### src/rtl/ahb_pkg.sv
// Shared AHB transfer encodings and master identifiers for the two-master mux.
package ahb_pkg;

  typedef enum logic [1:0] {
    HTRANS_IDLE   = 2'd0,
    HTRANS_BUSY   = 2'd1,
    HTRANS_NONSEQ = 2'd2,
    HTRANS_SEQ    = 2'd3
  } htrans_e;

  localparam logic MID_M0 = 1'b0;
  localparam logic MID_M1 = 1'b1;

  // NONSEQ and SEQ carry a transfer; IDLE and BUSY do not.
  function automatic logic is_xfer(input logic [1:0] trans);
    return (trans == HTRANS_NONSEQ) || (trans == HTRANS_SEQ);
  endfunction

endpackage

### src/rtl/ahb_master_mux2_if.sv
// Bus bundle between two AHB masters, the mux and one slave.
// 'slave' is the mux's view of the bundle; 'master' is the surrounding masters/slave.
interface ahb_master_mux2_if #(parameter int AW = 32);
  logic [AW-1:0] M0_HADDR;
  logic [1:0]    M0_HTRANS;
  logic          M0_HWRITE;
  logic [2:0]    M0_HSIZE;
  logic [31:0]   M0_HWDATA;
  logic          M0_HREADY;
  logic [31:0]   M0_HRDATA;
  logic [AW-1:0] M1_HADDR;
  logic [1:0]    M1_HTRANS;
  logic          M1_HWRITE;
  logic [2:0]    M1_HSIZE;
  logic [31:0]   M1_HWDATA;
  logic          M1_HREADY;
  logic [31:0]   M1_HRDATA;
  logic [AW-1:0] S_HADDR;
  logic [1:0]    S_HTRANS;
  logic          S_HWRITE;
  logic [2:0]    S_HSIZE;
  logic [31:0]   S_HWDATA;
  logic          S_HREADY;
  logic [31:0]   S_HRDATA;
  logic          HMASTER;

  modport slave (
    input  M0_HADDR, M0_HTRANS, M0_HWRITE, M0_HSIZE, M0_HWDATA,
    input  M1_HADDR, M1_HTRANS, M1_HWRITE, M1_HSIZE, M1_HWDATA,
    input  S_HREADY, S_HRDATA,
    output M0_HREADY, M0_HRDATA, M1_HREADY, M1_HRDATA,
    output S_HADDR, S_HTRANS, S_HWRITE, S_HSIZE, S_HWDATA, HMASTER
  );

  modport master (
    output M0_HADDR, M0_HTRANS, M0_HWRITE, M0_HSIZE, M0_HWDATA,
    output M1_HADDR, M1_HTRANS, M1_HWRITE, M1_HSIZE, M1_HWDATA,
    output S_HREADY, S_HRDATA,
    input  M0_HREADY, M0_HRDATA, M1_HREADY, M1_HRDATA,
    input  S_HADDR, S_HTRANS, S_HWRITE, S_HSIZE, S_HWDATA, HMASTER
  );
endinterface

### src/rtl/ahb_input_stage.sv
// Per-master hold register: parks a live request the arbiter could not accept
// and replays it to the slave side until it is accepted.
module ahb_input_stage
  import ahb_pkg::*;
#(
  parameter int AW = 32
) (
  input  logic          HCLK,
  input  logic          HRESET,
  input  logic [AW-1:0] i_haddr,
  input  logic [1:0]    i_htrans,
  input  logic          i_hwrite,
  input  logic [2:0]    i_hsize,
  input  logic          i_ready_nohold,
  input  logic          i_accept,
  output logic          o_req,
  output logic [AW-1:0] o_haddr,
  output logic [1:0]    o_htrans,
  output logic          o_hwrite,
  output logic [2:0]    o_hsize,
  output logic          o_hready
);

  logic          r_valid;
  logic [AW-1:0] r_addr;
  logic [1:0]    r_trans;
  logic          r_write;
  logic [2:0]    r_size;
  logic          w_live;

  // Live inputs only count when nothing is parked and the master was told ready.
  assign w_live = ~r_valid & is_xfer(i_htrans) & i_ready_nohold;
  assign o_req  = r_valid | w_live;

  always_comb begin
    o_haddr  = i_haddr;
    o_htrans = i_htrans;
    o_hwrite = i_hwrite;
    o_hsize  = i_hsize;
    if (r_valid) begin
      o_haddr  = r_addr;
      o_htrans = r_trans;
      o_hwrite = r_write;
      o_hsize  = r_size;
    end else begin
      o_haddr  = i_haddr;
      o_htrans = i_htrans;
      o_hwrite = i_hwrite;
      o_hsize  = i_hsize;
    end
  end

  always_comb begin
    o_hready = 1'b1;
    if (HRESET) begin
      o_hready = 1'b1;
    end else if (r_valid) begin
      o_hready = i_accept;
    end else begin
      o_hready = i_ready_nohold;
    end
  end

  always_ff @(posedge HCLK) begin
    if (HRESET) begin
      r_valid <= 1'b0;
      r_addr  <= '0;
      r_trans <= 2'd0;
      r_write <= 1'b0;
      r_size  <= 3'd0;
    end else if (r_valid) begin
      r_valid <= ~i_accept;
    end else if (w_live && !i_accept) begin
      r_valid <= 1'b1;
      r_addr  <= i_haddr;
      r_trans <= i_htrans;
      r_write <= i_hwrite;
      r_size  <= i_hsize;
    end else begin
      r_valid <= 1'b0;
    end
  end

endmodule

### src/rtl/ahb_master_mux2.sv
// Two-master AHB-Lite mux: fixed-priority arbitration with wait-state freeze and
// burst retention, zero-latency pass-through, and data-phase routing.
module ahb_master_mux2
  import ahb_pkg::*;
#(
  parameter int AW      = 32,
  parameter bit M1_HIGH = 1'b1
) (
  input logic              HCLK,
  input logic              HRESET,
  ahb_master_mux2_if.slave bus
);

  localparam logic HI_ID = M1_HIGH ? MID_M1 : MID_M0;
  localparam logic LO_ID = M1_HIGH ? MID_M0 : MID_M1;

  logic          r_grant, r_freeze, r_rst_d, r_dp_valid, r_dp_owner;
  logic          w_block, w_rdy0, w_rdy1, w_req0, w_req1, w_acc0, w_acc1;
  logic [AW-1:0] w_addr0, w_addr1;
  logic [1:0]    w_trans0, w_trans1, w_g_trans, w_own_trans;
  logic          w_write0, w_write1, w_g_req, w_own_req, w_req_hi, w_req_lo;
  logic [2:0]    w_size0, w_size1;
  logic          w_grant;

  // The first cycle after reset release behaves like reset on the slave side.
  assign w_block = HRESET | r_rst_d;
  assign w_rdy0  = ~(r_dp_valid & (r_dp_owner == MID_M0)) | bus.S_HREADY;
  assign w_rdy1  = ~(r_dp_valid & (r_dp_owner == MID_M1)) | bus.S_HREADY;

  ahb_input_stage #(.AW(AW)) u_in0 (
    .HCLK(HCLK), .HRESET(HRESET),
    .i_haddr(bus.M0_HADDR), .i_htrans(bus.M0_HTRANS), .i_hwrite(bus.M0_HWRITE),
    .i_hsize(bus.M0_HSIZE), .i_ready_nohold(w_rdy0), .i_accept(w_acc0),
    .o_req(w_req0), .o_haddr(w_addr0), .o_htrans(w_trans0), .o_hwrite(w_write0),
    .o_hsize(w_size0), .o_hready(bus.M0_HREADY)
  );

  ahb_input_stage #(.AW(AW)) u_in1 (
    .HCLK(HCLK), .HRESET(HRESET),
    .i_haddr(bus.M1_HADDR), .i_htrans(bus.M1_HTRANS), .i_hwrite(bus.M1_HWRITE),
    .i_hsize(bus.M1_HSIZE), .i_ready_nohold(w_rdy1), .i_accept(w_acc1),
    .o_req(w_req1), .o_haddr(w_addr1), .o_htrans(w_trans1), .o_hwrite(w_write1),
    .o_hsize(w_size1), .o_hready(bus.M1_HREADY)
  );

  assign w_req_hi    = (HI_ID == MID_M1) ? w_req1 : w_req0;
  assign w_req_lo    = (LO_ID == MID_M1) ? w_req1 : w_req0;
  assign w_own_req   = (r_grant == MID_M1) ? w_req1 : w_req0;
  assign w_own_trans = (r_grant == MID_M1) ? w_trans1 : w_trans0;

  always_comb begin
    w_grant = r_grant;
    if (w_block) begin
      w_grant = LO_ID;
    end else if (r_freeze || (w_own_req && (w_own_trans == HTRANS_SEQ))) begin
      w_grant = r_grant;
    end else if (w_req_hi) begin
      w_grant = HI_ID;
    end else if (w_req_lo) begin
      w_grant = LO_ID;
    end else begin
      w_grant = r_grant;
    end
  end

  assign w_acc0 = ~w_block & (w_grant == MID_M0) & bus.S_HREADY & w_req0;
  assign w_acc1 = ~w_block & (w_grant == MID_M1) & bus.S_HREADY & w_req1;

  always_comb begin
    bus.S_HADDR  = w_addr0;
    bus.S_HWRITE = w_write0;
    bus.S_HSIZE  = w_size0;
    w_g_trans    = w_trans0;
    w_g_req      = w_req0;
    if (w_grant == MID_M1) begin
      bus.S_HADDR  = w_addr1;
      bus.S_HWRITE = w_write1;
      bus.S_HSIZE  = w_size1;
      w_g_trans    = w_trans1;
      w_g_req      = w_req1;
    end else begin
      bus.S_HADDR  = w_addr0;
      bus.S_HWRITE = w_write0;
      bus.S_HSIZE  = w_size0;
      w_g_trans    = w_trans0;
      w_g_req      = w_req0;
    end
    bus.S_HTRANS = (w_g_req && !w_block) ? w_g_trans : HTRANS_IDLE;
  end

  assign bus.HMASTER   = w_grant;
  assign bus.S_HWDATA  = (r_dp_owner == MID_M1) ? bus.M1_HWDATA : bus.M0_HWDATA;
  assign bus.M0_HRDATA = bus.S_HRDATA;
  assign bus.M1_HRDATA = bus.S_HRDATA;

  always_ff @(posedge HCLK) begin
    if (HRESET) begin
      r_grant    <= LO_ID;
      r_freeze   <= 1'b0;
      r_rst_d    <= 1'b1;
      r_dp_valid <= 1'b0;
      r_dp_owner <= MID_M0;
    end else begin
      r_grant  <= w_grant;
      r_freeze <= ~bus.S_HREADY & is_xfer(bus.S_HTRANS);
      r_rst_d  <= 1'b0;
      if (w_acc0 || w_acc1) begin
        r_dp_valid <= 1'b1;
        r_dp_owner <= w_acc1 ? MID_M1 : MID_M0;
      end else if (bus.S_HREADY) begin
        r_dp_valid <= 1'b0;
      end else begin
        r_dp_valid <= r_dp_valid;
      end
    end
  end

endmodule
### src/flat_wrapper.sv
// flat-port wrapper written by rule: the top's interface ports become plain ports
module ahb_master_mux2_flat import ahb_pkg::*;
#(
  parameter int AW      = 32,
  parameter bit M1_HIGH = 1'b1
)
  (HCLK, HRESET, bus_M0_HADDR, bus_M0_HTRANS, bus_M0_HWRITE, bus_M0_HSIZE, bus_M0_HWDATA, bus_M1_HADDR, bus_M1_HTRANS, bus_M1_HWRITE, bus_M1_HSIZE, bus_M1_HWDATA, bus_S_HREADY, bus_S_HRDATA, bus_M0_HREADY, bus_M0_HRDATA, bus_M1_HREADY, bus_M1_HRDATA, bus_S_HADDR, bus_S_HTRANS, bus_S_HWRITE, bus_S_HSIZE, bus_S_HWDATA, bus_HMASTER);
  ahb_master_mux2_if #(.AW(AW)) bus_i ();
  input logic HCLK;
  input logic HRESET;
  input wire logic [$bits(bus_i.M0_HADDR)-1:0] bus_M0_HADDR;
  input wire logic [$bits(bus_i.M0_HTRANS)-1:0] bus_M0_HTRANS;
  input wire logic [$bits(bus_i.M0_HWRITE)-1:0] bus_M0_HWRITE;
  input wire logic [$bits(bus_i.M0_HSIZE)-1:0] bus_M0_HSIZE;
  input wire logic [$bits(bus_i.M0_HWDATA)-1:0] bus_M0_HWDATA;
  input wire logic [$bits(bus_i.M1_HADDR)-1:0] bus_M1_HADDR;
  input wire logic [$bits(bus_i.M1_HTRANS)-1:0] bus_M1_HTRANS;
  input wire logic [$bits(bus_i.M1_HWRITE)-1:0] bus_M1_HWRITE;
  input wire logic [$bits(bus_i.M1_HSIZE)-1:0] bus_M1_HSIZE;
  input wire logic [$bits(bus_i.M1_HWDATA)-1:0] bus_M1_HWDATA;
  input wire logic [$bits(bus_i.S_HREADY)-1:0] bus_S_HREADY;
  input wire logic [$bits(bus_i.S_HRDATA)-1:0] bus_S_HRDATA;
  output wire logic [$bits(bus_i.M0_HREADY)-1:0] bus_M0_HREADY;
  output wire logic [$bits(bus_i.M0_HRDATA)-1:0] bus_M0_HRDATA;
  output wire logic [$bits(bus_i.M1_HREADY)-1:0] bus_M1_HREADY;
  output wire logic [$bits(bus_i.M1_HRDATA)-1:0] bus_M1_HRDATA;
  output wire logic [$bits(bus_i.S_HADDR)-1:0] bus_S_HADDR;
  output wire logic [$bits(bus_i.S_HTRANS)-1:0] bus_S_HTRANS;
  output wire logic [$bits(bus_i.S_HWRITE)-1:0] bus_S_HWRITE;
  output wire logic [$bits(bus_i.S_HSIZE)-1:0] bus_S_HSIZE;
  output wire logic [$bits(bus_i.S_HWDATA)-1:0] bus_S_HWDATA;
  output wire logic [$bits(bus_i.HMASTER)-1:0] bus_HMASTER;
  assign bus_i.M0_HADDR = bus_M0_HADDR;
  assign bus_i.M0_HTRANS = bus_M0_HTRANS;
  assign bus_i.M0_HWRITE = bus_M0_HWRITE;
  assign bus_i.M0_HSIZE = bus_M0_HSIZE;
  assign bus_i.M0_HWDATA = bus_M0_HWDATA;
  assign bus_i.M1_HADDR = bus_M1_HADDR;
  assign bus_i.M1_HTRANS = bus_M1_HTRANS;
  assign bus_i.M1_HWRITE = bus_M1_HWRITE;
  assign bus_i.M1_HSIZE = bus_M1_HSIZE;
  assign bus_i.M1_HWDATA = bus_M1_HWDATA;
  assign bus_i.S_HREADY = bus_S_HREADY;
  assign bus_i.S_HRDATA = bus_S_HRDATA;
  assign bus_M0_HREADY = bus_i.M0_HREADY;
  assign bus_M0_HRDATA = bus_i.M0_HRDATA;
  assign bus_M1_HREADY = bus_i.M1_HREADY;
  assign bus_M1_HRDATA = bus_i.M1_HRDATA;
  assign bus_S_HADDR = bus_i.S_HADDR;
  assign bus_S_HTRANS = bus_i.S_HTRANS;
  assign bus_S_HWRITE = bus_i.S_HWRITE;
  assign bus_S_HSIZE = bus_i.S_HSIZE;
  assign bus_S_HWDATA = bus_i.S_HWDATA;
  assign bus_HMASTER = bus_i.HMASTER;
  ahb_master_mux2 #(.AW(AW), .M1_HIGH(M1_HIGH)) u_core (.HCLK(HCLK), .HRESET(HRESET), .bus(bus_i));
endmodule
### config.mk
export PLATFORM = sky130hd
export DESIGN_NAME = ahb_master_mux2_flat
export DESIGN_NICKNAME = d
export VERILOG_FILES = /design/src/rtl/ahb_pkg.sv /design/src/rtl/ahb_master_mux2_if.sv /design/src/rtl/ahb_input_stage.sv /design/src/rtl/ahb_master_mux2.sv /design/src/flat_wrapper.sv
export SDC_FILE = /design/constraint.sdc
export NUM_CORES = 1
export LEC_CHECK = 0
export CORE_ASPECT_RATIO = 0.6
export CORE_MARGIN = 2
export CORE_UTILIZATION = 31
export DETAILED_ROUTE_END_ITERATION = 6
export GPL_TIMING_DRIVEN = 0
export PLACE_DENSITY = 0.78
export SETUP_SLACK_MARGIN = 0.02
export SLEW_MARGIN = 5
export SYNTH_ARGS = -nofsm -noshare
export SYNTH_HDL_FRONTEND = slang
export SYNTH_SLANG_ARGS = --single-unit
### constraint.sdc
create_clock -name HCLK -period 2.2 [get_ports HCLK]
set_input_delay 0.44 -clock HCLK [delete_from_list [all_inputs] [get_ports HCLK]]
set_output_delay 0.44 -clock HCLK [all_outputs]
set_load 0.005 [all_outputs]
==> impl_results.html <==
<table>
<tr><th>Metric</th><th>Value</th></tr>
<tr><th colspan="2">Run status</th></tr>
<tr><td>Run status</td><td>complete, but fails checks</td></tr>
<tr><td>Failing checks</td><td>setup timing</td></tr>
<tr><th colspan="2">Floorplan</th></tr>
<tr><td>Die Y-Extent</td><td>111 µm</td></tr>
<tr><td>Overall die width</td><td>182 µm</td></tr>
<tr><td>Area inside the core boundary</td><td>0.0189 mm²</td></tr>
<tr><td>Effective utilization at floorplan</td><td>0.314</td></tr>
<tr><td>Die area</td><td>0.0203 mm²</td></tr>
<tr><td>Placement Rows</td><td>39</td></tr>
<tr><td>IO Count</td><td>312</td></tr>
<tr><th colspan="2">Min path</th></tr>
<tr><td>Launch instance of the worst min-delay path</td><td>bus_S_HREADY</td></tr>
<tr><td>Worst hold-check path type</td><td>in2reg</td></tr>
<tr><th colspan="2">Clock tree</th></tr>
<tr><td>Buffer depth of the longest clock path</td><td>2</td></tr>
<tr><td>CTS tree</td><td>yes</td></tr>
<tr><td>CTS root buf</td><td>clkbuf_16</td></tr>
<tr><td>Post-cts hold buffer count</td><td>0</td></tr>
<tr><td>Clock latency on the worst-skew pair</td><td>0.33 ns</td></tr>
<tr><td>Clock input transition at the sequential cells of the worst setup and hold paths</td><td>0.06 ns</td></tr>
<tr><td>TritonCTS Buffers</td><td>9</td></tr>
<tr><td>Number of sinks driven by the clock tree</td><td>83</td></tr>
<tr><td>Level count of the clock H-tree</td><td>3</td></tr>
<tr><th colspan="2">Critical path</th></tr>
<tr><td>Kind of cell adding the most delay to the critical path</td><td>simple AND/OR/NAND/NOR gates</td></tr>
<tr><td>Register-to-register setup slack</td><td>-0.09 ns</td></tr>
<tr><td>Cell with the largest stage delay on the worst path</td><td>or3b_4</td></tr>
<tr><td>Worst path required time</td><td>1.76 ns</td></tr>
<tr><td>Critical path type</td><td>reg2out</td></tr>
<tr><td>CP arrival</td><td>2.26 ns</td></tr>
<tr><td>Startpoint type of the worst setup path</td><td>flip-flop</td></tr>
<tr><td>Worst path cell trace</td><td>or3b_4 -&gt; a21o_1 -&gt; o21a_4 -&gt; nor2_8 -&gt; buf_12 -&gt; buf_12 -&gt; buf_12 -&gt; mux2i_1 -&gt; buf_2</td></tr>
<tr><td>Critical path launch point</td><td>u_core.r_dp_valid$_SDFFE_PP0P_</td></tr>
<tr><td>Worst setup path end</td><td>bus_S_HADDR[18]</td></tr>
<tr><td>Delay of the slowest cell on the worst path</td><td>0.39 ns</td></tr>
<tr><td>Cell mode on critical path</td><td>buf_12</td></tr>
<tr><td>Worst path depth</td><td>9</td></tr>
<tr><td>Number of buffers and inverters on the critical path</td><td>4</td></tr>
<tr><td>Worst r2r path cells</td><td>11</td></tr>
<tr><td>Reg-to-reg critical path startpoint</td><td>u_core.u_in0.r_valid$_SDFF_PP0_</td></tr>
<tr><td>CP Capture Type</td><td>primary output</td></tr>
<tr><td>Critical-path maximum fanout</td><td>6</td></tr>
<tr><td>Critical R2R Capture</td><td>u_core.u_in0.r_addr[22]$_SDFFE_PP0P_</td></tr>
<tr><th colspan="2">STA</th></tr>
<tr><td>Headroom to the max-slew limit</td><td>0.407</td></tr>
<tr><td>Number of setup violations in the final report</td><td>59</td></tr>
<tr><td>Hold violation total from the final report</td><td>0</td></tr>
<tr><td>Final-report max-slew violation count</td><td>0</td></tr>
<tr><td>Final clock period utilization by the worst path</td><td>1.23</td></tr>
<tr><td>Total negative slack for setup checks</td><td>-18.31 ns</td></tr>
<tr><td>Crit path setup slack, layout</td><td>-0.501 ns</td></tr>
<tr><td>RSZ-0062 raised after global routing</td><td>true</td></tr>
<tr><td>Post-route minimum period</td><td>2.70 ns</td></tr>
<tr><td>Worst Max-Slew Pin Slew</td><td>0.889 ns</td></tr>
<tr><td>Worst Skew</td><td>0.00726 ns</td></tr>
<tr><td>Timing-limited maximum frequency</td><td>370 MHz</td></tr>
<tr><th colspan="2">Final layout</th></tr>
<tr><td>Total Nets Final</td><td>1105</td></tr>
<tr><td>Area growth from synthesis to layout</td><td>65.7%</td></tr>
<tr><td>Share of cells above drive strength 1</td><td>0.259</td></tr>
<tr><td>Most frequent cells in the layout</td><td>204 x clkdlybuf4s50_1, 173 x mux2i_1, 150 x nand2b_1</td></tr>
<tr><td>Most common cell after layout, fill and taps aside</td><td>clkdlybuf4s50_1</td></tr>
<tr><td>Cell Count, Final, Fillers Out</td><td>1180</td></tr>
<tr><th colspan="2">Synthesis</th></tr>
<tr><td>Post-Synthesis Net Count</td><td>780</td></tr>
<tr><td>Sequential-to-total area share from yosys stat</td><td>0.280</td></tr>
<tr><td>Average cell area after synthesis</td><td>9.79 µm²</td></tr>
<tr><td>Synthesized instance count</td><td>605</td></tr>
<tr><td>Leading register cell type out of synthesis</td><td>dfxtp_1</td></tr>
<tr><td>Async set-reset flop share out of synthesis</td><td>0</td></tr>
<tr><td>Number of register bits inferred by synthesis</td><td>83</td></tr>
<tr><td>Distinct cell type count after synthesis</td><td>40</td></tr>
<tr><td>Synthesized cell area</td><td>0.00593 mm²</td></tr>
<tr><td>Synth warnings</td><td>0</td></tr>
<tr><td>Post-synth EDFFs</td><td>0</td></tr>
<tr><th colspan="2">Detailed routing</th></tr>
<tr><td>Average wire per standard cell</td><td>17.6 µm</td></tr>
<tr><td>Vias after detailed routing</td><td>5370</td></tr>
<tr><td>DRC violations left</td><td>0</td></tr>
<tr><td>Detailed-route wire length</td><td>20.8 mm</td></tr>
<tr><td>DR iter-0 viols</td><td>297</td></tr>
<tr><td>Per-cell via count in the routed design</td><td>4.55</td></tr>
<tr><td>Length of the first detailed-routing pass in iterations</td><td>4</td></tr>
<tr><td>Remaining antenna violation count after routing</td><td>0</td></tr>
<tr><th colspan="2">GRT</th></tr>
<tr><td>Global-route wire length before repair</td><td>31.6 mm</td></tr>
<tr><td>Gr ovfl total</td><td>0</td></tr>
<tr><td>Vias in the first global route</td><td>5456</td></tr>
<tr><td>Number of antenna violations at the first check in global routing</td><td>1</td></tr>
<tr><td>Maximum number of pins on one net before global-route repair</td><td>13</td></tr>
<tr><td>Total track usage</td><td>0.200</td></tr>
<tr><th colspan="2">Power and ir drop</th></tr>
<tr><td>Maximum vdd drop</td><td>0.274 mV</td></tr>
<tr><td>PnR Total Power</td><td>4830 µW</td></tr>
<tr><td>Leakage dissipation</td><td>0.00402 µW</td></tr>
<tr><td>Power density over the cells</td><td>491 mW/mm²</td></tr>
<tr><th colspan="2">Run</th></tr>
<tr><td>Max-capacitance violation count</td><td>0</td></tr>
<tr><th colspan="2">Placement</th></tr>
<tr><td>Detailed-placement wirelength estimate</td><td>15.4 mm</td></tr>
<tr><td>Last weighted congestion value of the routability-driven placer</td><td>0.832</td></tr>
<tr><td>Worst setup slack after placement</td><td>-1.44 ns</td></tr>
<tr><td>Total of buffers placed on input and output ports</td><td>279</td></tr>
<tr><td>Total instance count after detailed placement</td><td>1130</td></tr>
</table>
[worst min path at each step]
stage | endpoint | depth (start not counted)
final | u_core.r_freeze$_SDFF_PP0_ | 2
after global routing | u_core.r_freeze$_SDFF_PP0_ | 2
after CTS | u_core.r_freeze$_SDFF_PP0_ | 2
after detailed placement | u_core.u_in0.r_addr[5]$_SDFFE_PP0P_ | 2
after global placement | u_core.u_in0.r_size[1]$_SDFFE_PP0P_ | 2
after floorplan | u_core.u_in1.r_trans[0]$_SDFFE_PP0P_ | 2
[synthesized netlist by cell type (3+ instances only)]
master	instances	share of area
nand2b_1	150	0.16
nor3_1	4	0.0034
mux2_2	32	0.061
buf_4	66	0.084
buf_1	5	0.0032
a21oi_1	3	0.0025
nor2b_1	4	0.0042
nand3_1	3	0.0025
buf_2	3	0.0025
buf_6	7	0.013
dfxtp_1	83	0.28
nor2_1	5	0.0032
clkbuf_1	23	0.015
mux2i_1	184	0.31
[per-stage QoR]
stage	hold WS (ns)	instance area, µm²	utilization
final	0.413	9820	0.520
after global routing	0.413	9820	0.520
after global placement	0.458	9050	0.479
after detailed placement	0.462	9050	0.479
after CTS	0.383	9840	0.521
after floorplan	0.447	5950	-
[flip-flops by register name, summed over array words and instances, names as in the netlist, 2 cells and up]
register and count:
u_core.u_in0.r_trans 2, u_core.u_in0.r_addr 32, u_core.u_in1.r_addr 32, u_core.u_in1.r_size 3, u_core.u_in1.r_trans 2, u_core.u_in0.r_size 3
[where the power goes]
group          switching, µW  internal (µW)
Clock                    600            808
Sequential              71.8           1610
Combinational            674           1060
[final cells by class]
class                   instances  area, µm²
clock inverters                 3       15.0
fillers                      1708       9060
clock buffers                  11        253
inverters                       2       7.51
repair buffers                319       3080
diodes                          1       2.50
flip-flops and latches         83       1670
multi-input cells             414       3720
plain buffers                 101        754
well taps                     246        308
[logic make-up (layout without fill, tap and decap cells)]
kind of cell | count (synthesis) | after routing | synth area share
AO/OA/AOI/OAI | 22 | 22 | 0.0342
buffers and inverters | 108 | 436 | 0.125
flip-flops | 83 | 83 | 0.280
multiplexers | 216 | 216 | 0.372
other | 0 | 1 | 0
AND/OR/NAND/NOR | 176 | 176 | 0.189
[timing repair]
item / 4_1_cts / 5_1_grt
setup endpoints to repair: 136 / 120
pin swaps: 13 / 9
buffers inserted: 31 / 11
cloned: 7 / 0
resized for setup: 273 / 32
[per-layer routing]
metal  wire [µm]  track usage
met2        9030        0.299
met5           0            0
met1       10600        0.300
met4         197       0.0280
met3         974       0.0417
(Power assumes the default switching activity.)
